File: src/rtl/dog_stream.sv
// rtl/dog_stream.sv - Difference-of-Gaussians stage: four blurred pixel streams in, three biased DoG planes out.
// Counts one N*M frame, drains the two-stage pipeline, then pulses done for one cycle.
module dog_stream #(
  parameter int          N    = 450,
  parameter int          M    = 600,
  parameter int          DW   = 8,
  parameter logic [15:0] BIAS = 16'h8000
) (
  input  logic          clk,
  input  logic          rst_n,
  input  logic          data_valid,
  input  logic [DW-1:0] G0,
  input  logic [DW-1:0] G1,
  input  logic [DW-1:0] G2,
  input  logic [DW-1:0] G3,
  output logic [15:0]   Diff1,
  output logic [15:0]   Diff2,
  output logic [15:0]   Diff3,
  output logic          output_valid,
  output logic          done,
  output logic          overrun,
  output logic [19:0]   pix_count
);

  localparam logic [19:0] FRAME_PIX = 20'(N * M);

  typedef enum logic [1:0] {
    IDLE  = 2'd0,
    RUN   = 2'd1,
    FLUSH = 2'd2,
    DONE  = 2'd3
  } state_t;

  state_t      state_q, state_d;
  logic [19:0] pix_count_q, pix_count_d;
  logic        overrun_q, overrun_d;
  logic        done_q, done_d;
  logic        accept;
  logic [19:0] pix_next;

  logic        s1_valid_q, s1_valid_d;
  logic [15:0] s1_g0_q, s1_g0_d;
  logic [15:0] s1_g1_q, s1_g1_d;
  logic [15:0] s1_g2_q, s1_g2_d;
  logic [15:0] s1_g3_q, s1_g3_d;

  logic        s2_valid_q, s2_valid_d;
  logic [15:0] diff1_q, diff1_d;
  logic [15:0] diff2_q, diff2_d;
  logic [15:0] diff3_q, diff3_d;

  assign pix_next = pix_count_q + 20'd1;

  always_comb begin
    state_d     = state_q;
    pix_count_d = pix_count_q;
    overrun_d   = overrun_q;
    done_d      = 1'b0;
    accept      = 1'b0;
    case (state_q)
      IDLE: begin
        if (data_valid) begin
          accept      = 1'b1;
          overrun_d   = 1'b0;
          pix_count_d = 20'd1;
          state_d     = (FRAME_PIX == 20'd1) ? FLUSH : RUN;
        end
      end
      RUN: begin
        if (data_valid) begin
          accept      = 1'b1;
          pix_count_d = pix_next;
          if (pix_next == FRAME_PIX) begin
            state_d = FLUSH;
          end
        end
      end
      FLUSH: begin
        if (data_valid) begin
          overrun_d = 1'b1;
        end
        // Nothing enters stage 1 here, so an empty stage 1 behind a full stage 2 means the last pixel is on the outputs.
        if (s2_valid_q && !s1_valid_q) begin
          state_d = DONE;
          done_d  = 1'b1;
        end
      end
      DONE: begin
        if (data_valid) begin
          overrun_d = 1'b1;
        end
        pix_count_d = 20'd0;
        state_d     = IDLE;
      end
      default: begin
        state_d = IDLE;
      end
    endcase
  end

  always_comb begin
    s1_valid_d = accept;
    s1_g0_d    = s1_g0_q;
    s1_g1_d    = s1_g1_q;
    s1_g2_d    = s1_g2_q;
    s1_g3_d    = s1_g3_q;
    if (accept) begin
      s1_g0_d = {{(16-DW){1'b0}}, G0};
      s1_g1_d = {{(16-DW){1'b0}}, G1};
      s1_g2_d = {{(16-DW){1'b0}}, G2};
      s1_g3_d = {{(16-DW){1'b0}}, G3};
    end
  end

  // Differences wrap mod 2^16; with DW <= 15 the biased result never aliases.
  always_comb begin
    s2_valid_d = s1_valid_q;
    diff1_d    = diff1_q;
    diff2_d    = diff2_q;
    diff3_d    = diff3_q;
    if (s1_valid_q) begin
      diff1_d = s1_g1_q - s1_g0_q + BIAS;
      diff2_d = s1_g2_q - s1_g1_q + BIAS;
      diff3_d = s1_g3_q - s1_g2_q + BIAS;
    end
  end

  always_ff @(posedge clk or negedge rst_n) begin
    if (!rst_n) begin
      state_q     <= IDLE;
      pix_count_q <= 20'd0;
      overrun_q   <= 1'b0;
      done_q      <= 1'b0;
      s1_valid_q  <= 1'b0;
      s1_g0_q     <= 16'h0000;
      s1_g1_q     <= 16'h0000;
      s1_g2_q     <= 16'h0000;
      s1_g3_q     <= 16'h0000;
      s2_valid_q  <= 1'b0;
      diff1_q     <= 16'h0000;
      diff2_q     <= 16'h0000;
      diff3_q     <= 16'h0000;
    end else begin
      state_q     <= state_d;
      pix_count_q <= pix_count_d;
      overrun_q   <= overrun_d;
      done_q      <= done_d;
      s1_valid_q  <= s1_valid_d;
      s1_g0_q     <= s1_g0_d;
      s1_g1_q     <= s1_g1_d;
      s1_g2_q     <= s1_g2_d;
      s1_g3_q     <= s1_g3_d;
      s2_valid_q  <= s2_valid_d;
      diff1_q     <= diff1_d;
      diff2_q     <= diff2_d;
      diff3_q     <= diff3_d;
    end
  end

  assign Diff1        = diff1_q;
  assign Diff2        = diff2_q;
  assign Diff3        = diff3_q;
  assign output_valid = s2_valid_q;
  assign done         = done_q;
  assign overrun      = overrun_q;
  assign pix_count    = pix_count_q;

endmodule
File: config.mk
export PLATFORM = sky130hd
export DESIGN_NAME = dog_stream
export DESIGN_NICKNAME = d
export VERILOG_FILES = /design/src/rtl/dog_stream.sv
export SDC_FILE = /design/constraint.sdc
export NUM_CORES = 1
export LEC_CHECK = 0
export BUFFER_PORTS_ARGS = -buffer_cell sky130_fd_sc_hd__buf_2
export CORE_MARGIN = 4
export CORE_UTILIZATION = 30
export CTS_CLUSTER_SIZE = 25
export DETAILED_ROUTE_END_ITERATION = 10
export GPL_TIMING_DRIVEN = 0
export PLACE_DENSITY = 0.49
export SYNTH_ARGS = -nofsm -noshare
export SYNTH_HDL_FRONTEND = slang
export SYNTH_SLANG_ARGS = --single-unit
export TNS_END_PERCENT = 20
File: constraint.sdc
create_clock -name clk -period 3.16 [get_ports clk]
set_input_delay 0 -clock clk [delete_from_list [all_inputs] [get_ports clk]]
set_output_delay 0 -clock clk [all_outputs]
set_load 0.005 [all_outputs]
==> results.yml, run 1 <==
power_and_ir_drop:
  power_density_mw_per_mm2: 668
  ir_drop_mv: 0.289
  p_leak_nw: 3.12
  power_mw: 4.47
final_layout:
  nets: 758
  area_growth_pct: 28.5
  drive_above_1_share_pct: 27.2
  diodes: 0
yosys:
  yosysSeqAreaShare_pct: 42.3
  yosys.area.top_type: "dfrtp_1"
  synth-main-ff-cell: "dfrtp_1"
  yosysWarnings: 0
  synthTopCellsByCount: "88 x dfrtp_1, 56 x nand2_1, 38 x inv_1"
  ys_types: 56
  async_reset_ff_share_pct: 100
  synth_seq_cells: 88
  syn_inst: 540
  synth_top_area_share_pct: 42.3
  syn-num-nets: 607
  syn_avg_cell_area_um2: 9.64
  synth_area_mm2: 0.00521
  yosys-top-cells-area: "dfrtp_1 42%, mux2_2 8.0%, ha_1 7.0%"
  synth_edf_count: 0
  synth.most_common_cell: "dfrtp_1"
global_route:
  grt_max_degree: 64
  antenna_found_initial: 0
  grt_remaining_overflow: 0
  grt_usage_pct: 14.5
  grt_pass1_vias: 4457
  grt_pass1_wl_um: 23000
detailed_routing:
  wl_per_cell_um: 15.4
  drc: 0
  vias_per_cell: 4.85
  via_count: 4436
  first_iter_violations: 288
  antenna_left: 0
  drt-pass1-iter-count: 5
  wl_um: 14100
timing:
  setup_viol: 0
  hold_violations: 0
  slew_viol_final: 0
  final.setup.tns_ns: 0
  fmax_mhz: 337
  fin_ws_ns: 0.196
  rsz0062_at_grt: "no"
  min_period_over_period_pct: 93.8
  clock_skew_ns: 0.0120
  post-route-min-period_ns: 2.96
  worst_slew_pin_slew_ns: 0.888
  maxSlewHeadroom_pct: 40.2
floorplanning:
  start_util_pct: 31.0
  core_area_mm2: 0.0168
  die_h_um: 140
  die_w_um: 140
  ios: 106
  die_area_mm2: 0.0195
  num_rows: 47
min_path:
  hp-class: "in2async"
worst_setup_path:
  r2r-end: "state_q[1]"
  cp.depth: 7
  cp_cell_sequence: "ha_1 > inv_1 > or4_4 > or4_4 > a21oi_2 > a41oi_2 > mux2_4"
  crit_top_cell: "or4_4"
  regToRegSetupSlack_ns: 0.20
  reg2regPathDepth: 7
  reg2reg_from: "pix_count[0]"
  crit_path_end_kind: "flop"
  max_stage_delay_ns: 0.56
  worstPathRequired_ns: 3.38
  cp_max_fo: 8
  crit_arrival_ns: 3.18
  path_delay_family: "simple AND/OR/NAND/NOR gates"
  slowest_stage: "or4_4"
  start_kind: "flop"
  path_buf_inv: 1
  crit_type: "reg2reg"
place:
  dp_slack_ns: 0.215
  place_congestion: 0.870
  dp_hpwl_um: 10400
  io_buffers: 105
clock_tree:
  htree_levels: 3
  insertion_delay_ns: 0.35
  post_cts_resized: 0
  cts_root_buf: "clkbuf_16"
  clock_sinks: 88
  post-cts-setup-buffers: 0
  cts_buffers: 9
  cts_tree: "built"
  clockBufferDepth: 2
  path_clk_slew_ns: 0.06
run_status:
  outcome: "completed"
run:
  cap_violations: 0
## power breakdown
group	switching, mW	leakage, nW	total (mW)	internal (mW)
Sequential	0.219	1.01	1.58	1.36
Combinational	0.930	1.96	1.74	0.813
Clock	0.453	0.153	1.14	0.690
Total	1.60	3.12	4.47	2.86
## through the flow
stage / cell area [µm²] / util, % / cells / hold WS (ns)
after global placement: 6010 / 35.7 / 865 / 0.234
after global routing: 6690 / 39.8 / 915 / 0.162
final: 6690 / 39.8 / 915 / 0.116
after detailed placement: 6040 / 35.9 / 866 / -0.0536
after floorplan: 5210 / - / 540 / -0.296
after CTS: 6690 / 39.8 / 915 / 0.116
## registers in the layout, summed over array words and instances, names as in the netlist, 2 cells and up
name	count
Diff2	10
s1_g3_q	8
s1_g0_q	8
Diff3	10
s1_g1_q	8
pix_count	20
s1_g2_q	8
Diff1	10
state_q	2
## worst max-delay path by stage
stage | slack (ns) | end | startpoint
6_report | 0.20 | state_q[1] | pix_count[0]
3_5_place_dp | 0.22 | state_q[1] | pix_count[0]
5_1_grt | 0.05 | state_q[1] | pix_count[0]
4_1_cts | 0.19 | state_q[1] | pix_count[0]
3_3_place_gp | 0.26 | state_q[1] | pix_count[0]
2_1_floorplan | 0.56 | state_q[1] | pix_count[0]
## cell type report
type                       count  area [µm²]
buffer                        44         240
clock buffer                  10         229
clock inverter                 5        82.6
fill                        1727       10100
inverter                      39         146
multi-input combinational    369        2620
sequential                    88        2200
tap                          220         275
timing repair buffer         140         896
## metal layers
metal	part of all wire [%]	wire length (µm)	up-vias	global-route usage (%)
met5	0	0	-	0
met4	1.3	185	0	4.95
met3	4.6	646	13	2.61
met2	45	6350	103	22.8
met1	49	6890	2130	20.1
li1	-	-	2190	-
## logic make-up after synthesis
kind of cell	synth area share [%]
flip-flops	42.3
multiplexers	10.0
AO/OA/AOI/OAI	15.4
adder cells (fa/ha/maj)	8.12
XOR/XNOR	0.673
buffers and inverters	7.43
AND/OR/NAND/NOR	16.1
## worst register-to-register path: stages, from the launching register on
cell     delay, ns
dfrtp_1       0.51
ha_1          0.36
inv_1         0.16
or4_4         0.56
or4_4         0.55
a21oi_2       0.16
a41oi_2       0.20
mux2_4        0.34
## layout by cell type, fill, tap and decap left out, drive strengths merged, types with 20 or more instances in the layout
cell	count
o21ai	35
clkbuf	29
ha	29
dfrtp	88
mux2	38
inv	39
buf	131
dlygate4sd3	34
nand2	56
nor3	20
nor2	32
## timing repair
action                                  CTS  global route
hold buffers                             34             0
endpoints found under the hold margin   121             0
endpoints found under the setup margin    0             0
Power figures use the tool's default switching activity.
==> inputs of run 2 (changes only) <==
--- a/config.mk
+++ b/config.mk
@@ -6,8 +6,9 @@
 export NUM_CORES = 1
 export LEC_CHECK = 0
 export BUFFER_PORTS_ARGS = -buffer_cell sky130_fd_sc_hd__buf_2
-export CORE_MARGIN = 4
+export CORE_MARGIN = 2
 export CORE_UTILIZATION = 30
+export CTS_BUF_LIST = sky130_fd_sc_hd__clkbuf_4
 export CTS_CLUSTER_SIZE = 25
 export DETAILED_ROUTE_END_ITERATION = 10
 export GPL_TIMING_DRIVEN = 0
==> results.yml, run 2 (synthesis results as in run 1) <==
run_status:
  outcome: "completed"
timing:
  final.setup.tns_ns: 0
  fmax_mhz: 338
  whs_ns: 0.288
  min_period_over_period_pct: 93.7
  post-route-min-period_ns: 2.96
  rsz0062_at_grt: "no"
  setup_viol: 0
  hold_violations: 0
  clock_skew_ns: 0.0247
  maxSlewHeadroom_pct: 53.1
  slew_viol_final: 0
  worst_slew_pin_slew_ns: 0.703
final_layout:
  layout.cells.most_common: "buf_2"
  area_growth_pct: 25.9
  final_cell_mix: "109 x buf_2, 88 x dfrtp_1, 56 x nand2_1"
  nets: 760
  drive_above_1_share_pct: 27.5
  fin_area_mm2: 0.00655
  layout.cells.non_filler: 924
  largest_register_ffs: 20
  multiInputGateArea_mm2: 0.00262
  fill_cells: 1790
  register_area_mm2: 0.00220
global_route:
  grt_remaining_overflow: 0
  grtUsageMet3_pct: 2.36
  antenna_found_initial: 1
  grt_max_degree: 54
  grt_pass1_wl_um: 22400
  top_usage_layer: "met2"
  use_met1_pct: 22.0
  grt_pass1_vias: 4301
  grt_use_met2_pct: 24.1
  grt_usage_pct: 15.6
worst_setup_path:
  slowest_stage: "or4_4"
  crit_top_cell: "or4_4"
  start_kind: "flop"
  path_delay_family: "simple AND/OR/NAND/NOR gates"
  cp_max_fo: 8
  crit_arrival_ns: 3.30
  cp_cell_sequence: "ha_1 > inv_1 > or4_4 > or4_4 > a21oi_2 > a41oi_2 > mux2_4"
  crit_path_end_kind: "flop"
  crit_type: "reg2reg"
  worstPathRequired_ns: 3.51
  path_buf_inv: 1
  max_stage_delay_ns: 0.56
clock_tree:
  htree_levels: 3
  cts_buffers: 9
  post-cts-setup-buffers: 0
  path_clk_slew_ns: 0.16
  clockBufferDepth: 2
  clock_sinks: 88
  cts_tree: "built"
  insertion_delay_ns: 0.47
  cts_root_buf: "clkbuf_4"
floorplanning:
  die_h_um: 136
  die_w_um: 136
  ios: 106
  num_rows: 48
  core_area_mm2: 0.0171
  die_area_mm2: 0.0184
  start_util_pct: 30.4
detailed_routing:
  wl_um: 13700
  vias_per_cell: 4.71
  wl_per_cell_um: 14.8
  first_iter_violations: 168
  via_count: 4352
  drt-pass1-iter-count: 4
  drc: 0
  antenna_left: 0
place:
  dp_hpwl_um: 9990
  dp_cells: 871
  dpl_cell_area_mm2: 0.00604
  place_congestion: 0.836
  io_buffers: 105
power_and_ir_drop:
  ir_drop_mv: 0.229
  power_density_mw_per_mm2: 610
  p_leak_nw: 3.06
min_path:
  hp-class: "in2reg"
run:
  cap_violations: 0
run 2: cell types whose count changed in the layout (fill, tap and decap cells not counted):
| cell | change |
|---|---|
| clkinv_2 | +1 |
| nor4_1 | -1 |
| clkbuf_4 | +10 |
| clkbuf_1 | -1 |
| nor4_2 | +1 |
| inv_6 | +2 |
| clkinv_4 | -1 |
| clkbuf_16 | -9 |
| dlygate4sd3_1 | +2 |
| bufinv_16 | -1 |
| diode_2 | +1 |
run 2: path summary, 6_finish.rpt:
| check | start | to | slack, ns | cells past startpoint |
|---|---|---|---|---|
| max | pix_count[0] | state_q[1] | 0.20 | 7 |
| min | G1[7] | s1_g1_q[7] | 0.29 | 3 |
| max reg2reg | pix_count[0] | state_q[1] | 0.20 | 7 |
| min reg2reg | s1_valid_q | output_valid | 0.43 | 0 |
| max in group asynchronous | rst_n | Diff2[5] | 1.67 | 4 |
| min in group asynchronous | rst_n | s1_g0_q[0] | 0.60 | 3 |
run 2: layout make-up:
type / instances / area share, %
timing repair buffer: 142 / 14.0
sequential: 88 / 33.6
antenna: 1 / 0.0382
inverter: 39 / 2.23
buffer: 44 / 3.67
multi-input combinational: 369 / 40.0
clock inverter: 6 / 1.01
tap: 225 / 4.30
clock buffer: 10 / 1.15
run 2: what timing repair did:
item                       CTS  global route
hold buffers                36             0
resized for setup            0             1
hold endpoints to repair   121             0
setup endpoints to repair    0             1
run 2: power by group:
group          internal (mW)  switching, mW  total (mW)
Clock                  0.255          0.425       0.680
Sequential              1.36          0.219        1.58
Combinational          0.816          0.923        1.74
run 2: worst register-to-register path: cells and delay by family, from the launching register on:
family	cells	cell delay, ns
and+or+nand+nor	2	1.10
DFF	1	0.53
adders and majority gates	1	0.37
AOI/OAI and AO/OA	2	0.35
muxes	1	0.33
buffers and inverters	1	0.17
run 2: per-layer routing:
metal / part of all wire [%] / vias up
met1: 50 / 2052
li1: - / 2196
met5: 0 / -
met3: 3.9 / 13
met2: 45 / 91
met4: 1.6 / 0
run 2: per-stage QoR:
stage / power, mW / setup slack, ns / util (%)
finish: 4.00 / 0.201 / 38.3
global route: 4.35 / 0.0498 / 38.3
CTS: 4.04 / 0.204 / 38.2
detailed placement: 3.30 / 0.254 / 35.3
global placement: 3.26 / 0.250 / 35.1
floorplan: 2.70 / 0.565 / -
==> inputs of run 3 (changes only) <==
--- a/config.mk
+++ b/config.mk
@@ -13,6 +13,7 @@
 export DETAILED_ROUTE_END_ITERATION = 10
 export GPL_TIMING_DRIVEN = 0
 export PLACE_DENSITY = 0.49
+export RECOVER_POWER = 25
 export SYNTH_ARGS = -nofsm -noshare
 export SYNTH_HDL_FRONTEND = slang
 export SYNTH_SLANG_ARGS = --single-unit
==> constraint.sdc (replaced) <==
create_clock -name clk -period 3.8 [get_ports clk]
set_input_delay 0 -clock clk [delete_from_list [all_inputs] [get_ports clk]]
set_output_delay 0 -clock clk [all_outputs]
set_load 0.005 [all_outputs]
==> results.yml, run 3 (synthesis results as in run 1) <==
place:
  dp_hpwl_um: 9990
  io_buffers: 105
  place_congestion: 0.836
  dp_slack_ns: 0.894
run:
  cap_violations: 1
final_layout:
  multiInputGateArea_mm2: 0.00262
  drive_above_1_share_pct: 25.4
  nets: 760
  area_growth_pct: 25.4
  final_cell_mix: "96 x buf_2, 88 x dfrtp_1, 56 x nand2_1"
  layout.cells.most_common: "buf_2"
  register_area_mm2: 0.00220
  largest_register_ffs: 20
  fill_cells: 1786
detailed_routing:
  vias_per_cell: 4.69
  drc: 0
  first_iter_violations: 151
  antenna_left: 0
  wl_per_cell_um: 14.8
  drt-pass1-iter-count: 4
  wl_um: 13700
  via_count: 4334
clock_tree:
  path_clk_slew_ns: 0.16
  cts_buffers: 9
  htree_levels: 3
  cts_root_buf: "clkbuf_4"
  cts_tree: "built"
  clock_sinks: 88
  clockBufferDepth: 2
  insertion_delay_ns: 0.47
  post_cts_resized: 0
timing:
  final.setup.tns_ns: 0
  rsz0062_at_grt: "no"
  maxSlewHeadroom_pct: -41.8
  worst_slew_pin_slew_ns: 2.13
  slew_viol_final: 36
  hold_violations: 0
  fmax_mhz: 338
  clock_skew_ns: 0.0257
  fin_ws_ns: 0.843
  post-route-min-period_ns: 2.96
  setup_viol: 0
  min_period_over_period_pct: 77.8
floorplanning:
  start_util_pct: 30.4
  core_area_mm2: 0.0171
  die_h_um: 136
  num_rows: 48
  ios: 106
  die_w_um: 136
  die_area_mm2: 0.0184
global_route:
  grt_remaining_overflow: 0
  grt_pass1_vias: 4301
  grt_usage_pct: 15.6
  grt_max_degree: 54
  antenna_found_initial: 1
  grt_pass1_wl_um: 22400
min_path:
  hp-class: "in2reg"
worst_setup_path:
  worstPathRequired_ns: 4.15
  slowest_stage: "or4_4"
  crit_top_cell: "or4_4"
  cp_cell_sequence: "ha_1 > inv_1 > or4_4 > or4_4 > a21oi_2 > a41oi_2 > mux2_4"
  start_kind: "flop"
  max_stage_delay_ns: 0.56
  crit_path_end_kind: "flop"
  crit_arrival_ns: 3.30
  cp_max_fo: 8
  crit_type: "reg2reg"
run_status:
  outcome: "complete, but fails checks"
  failed_checks: "capacitance limit, slew limit"
power_and_ir_drop:
  ir_drop_mv: 0.183
  power_density_mw_per_mm2: 507
  p_leak_nw: 3.02
-- run 3: final cells by class --
class,instances,share of cell area [%]
clock buffers,10,1.15
diodes,1,0.0383
clock inverters,6,1.02
well taps,225,4.31
inverters,39,2.24
multi-input cells,369,40.1
plain buffers,44,3.68
flip-flops and latches,88,33.7
repair buffers,142,13.7
-- run 3: worst paths after layout --
check / slack, ns / startpoint / to / cells after the start
setup / recovery: 0.84 / pix_count[0] / state_q[1] / 7
max in group asynchronous: 1.12 / rst_n / Diff2[5] / 4
min in group asynchronous: 1.26 / rst_n / s1_g0_q[0] / 3
hold reg to reg: 0.43 / s1_valid_q / output_valid / 0
hold / removal: 0.29 / G1[7] / s1_g1_q[7] / 3
setup reg to reg: 0.84 / pix_count[0] / state_q[1] / 7
-- run 3: worst max-delay path: cells and delay by family, from the launching register on --
kind / cells / cell delay, ns
compound gates: 2 / 0.35
mux: 1 / 0.33
simple gates: 2 / 1.10
flops: 1 / 0.53
fa+ha+maj: 1 / 0.37
buf+inv: 1 / 0.16
-- run 3: timing repair --
item / CTS / global route
hold buffers: 36 / 0
endpoints found under the hold margin: 121 / 0
endpoints found under the setup margin: 0 / 0
setup buffers: 0 / 0
-- run 3: power breakdown --
group	switching (mW)	internal, mW	leakage [nW]
combinational	0.763	0.667	1.93
sequential	0.183	1.13	1.01
clock	0.355	0.212	0.0811
total	1.30	2.01	3.02
-- run 3: metal layers --
metal,share of wire (%),vias to the layer above,track usage (%)
met1,50,2045,22.0
met5,0,-,0
met2,44,78,24.1
met3,3.7,13,2.36
met4,1.6,0,5.67
li1,-,2198,-
-- run 3: through the flow --
step / util, % / total power, mW / std cells / instance area (µm²) / hold WS, ns
after floorplan: - / 2.25 / 540 / 5210 / -0.296
after global placement: 35.1 / 2.71 / 870 / 6010 / 0.234
after detailed placement: 35.3 / 2.75 / 871 / 6040 / 0.0124
after CTS: 38.2 / 3.36 / 923 / 6550 / 0.244
after global routing: 38.1 / 3.60 / 924 / 6530 / 0.252
final: 38.1 / 3.31 / 924 / 6530 / 0.285
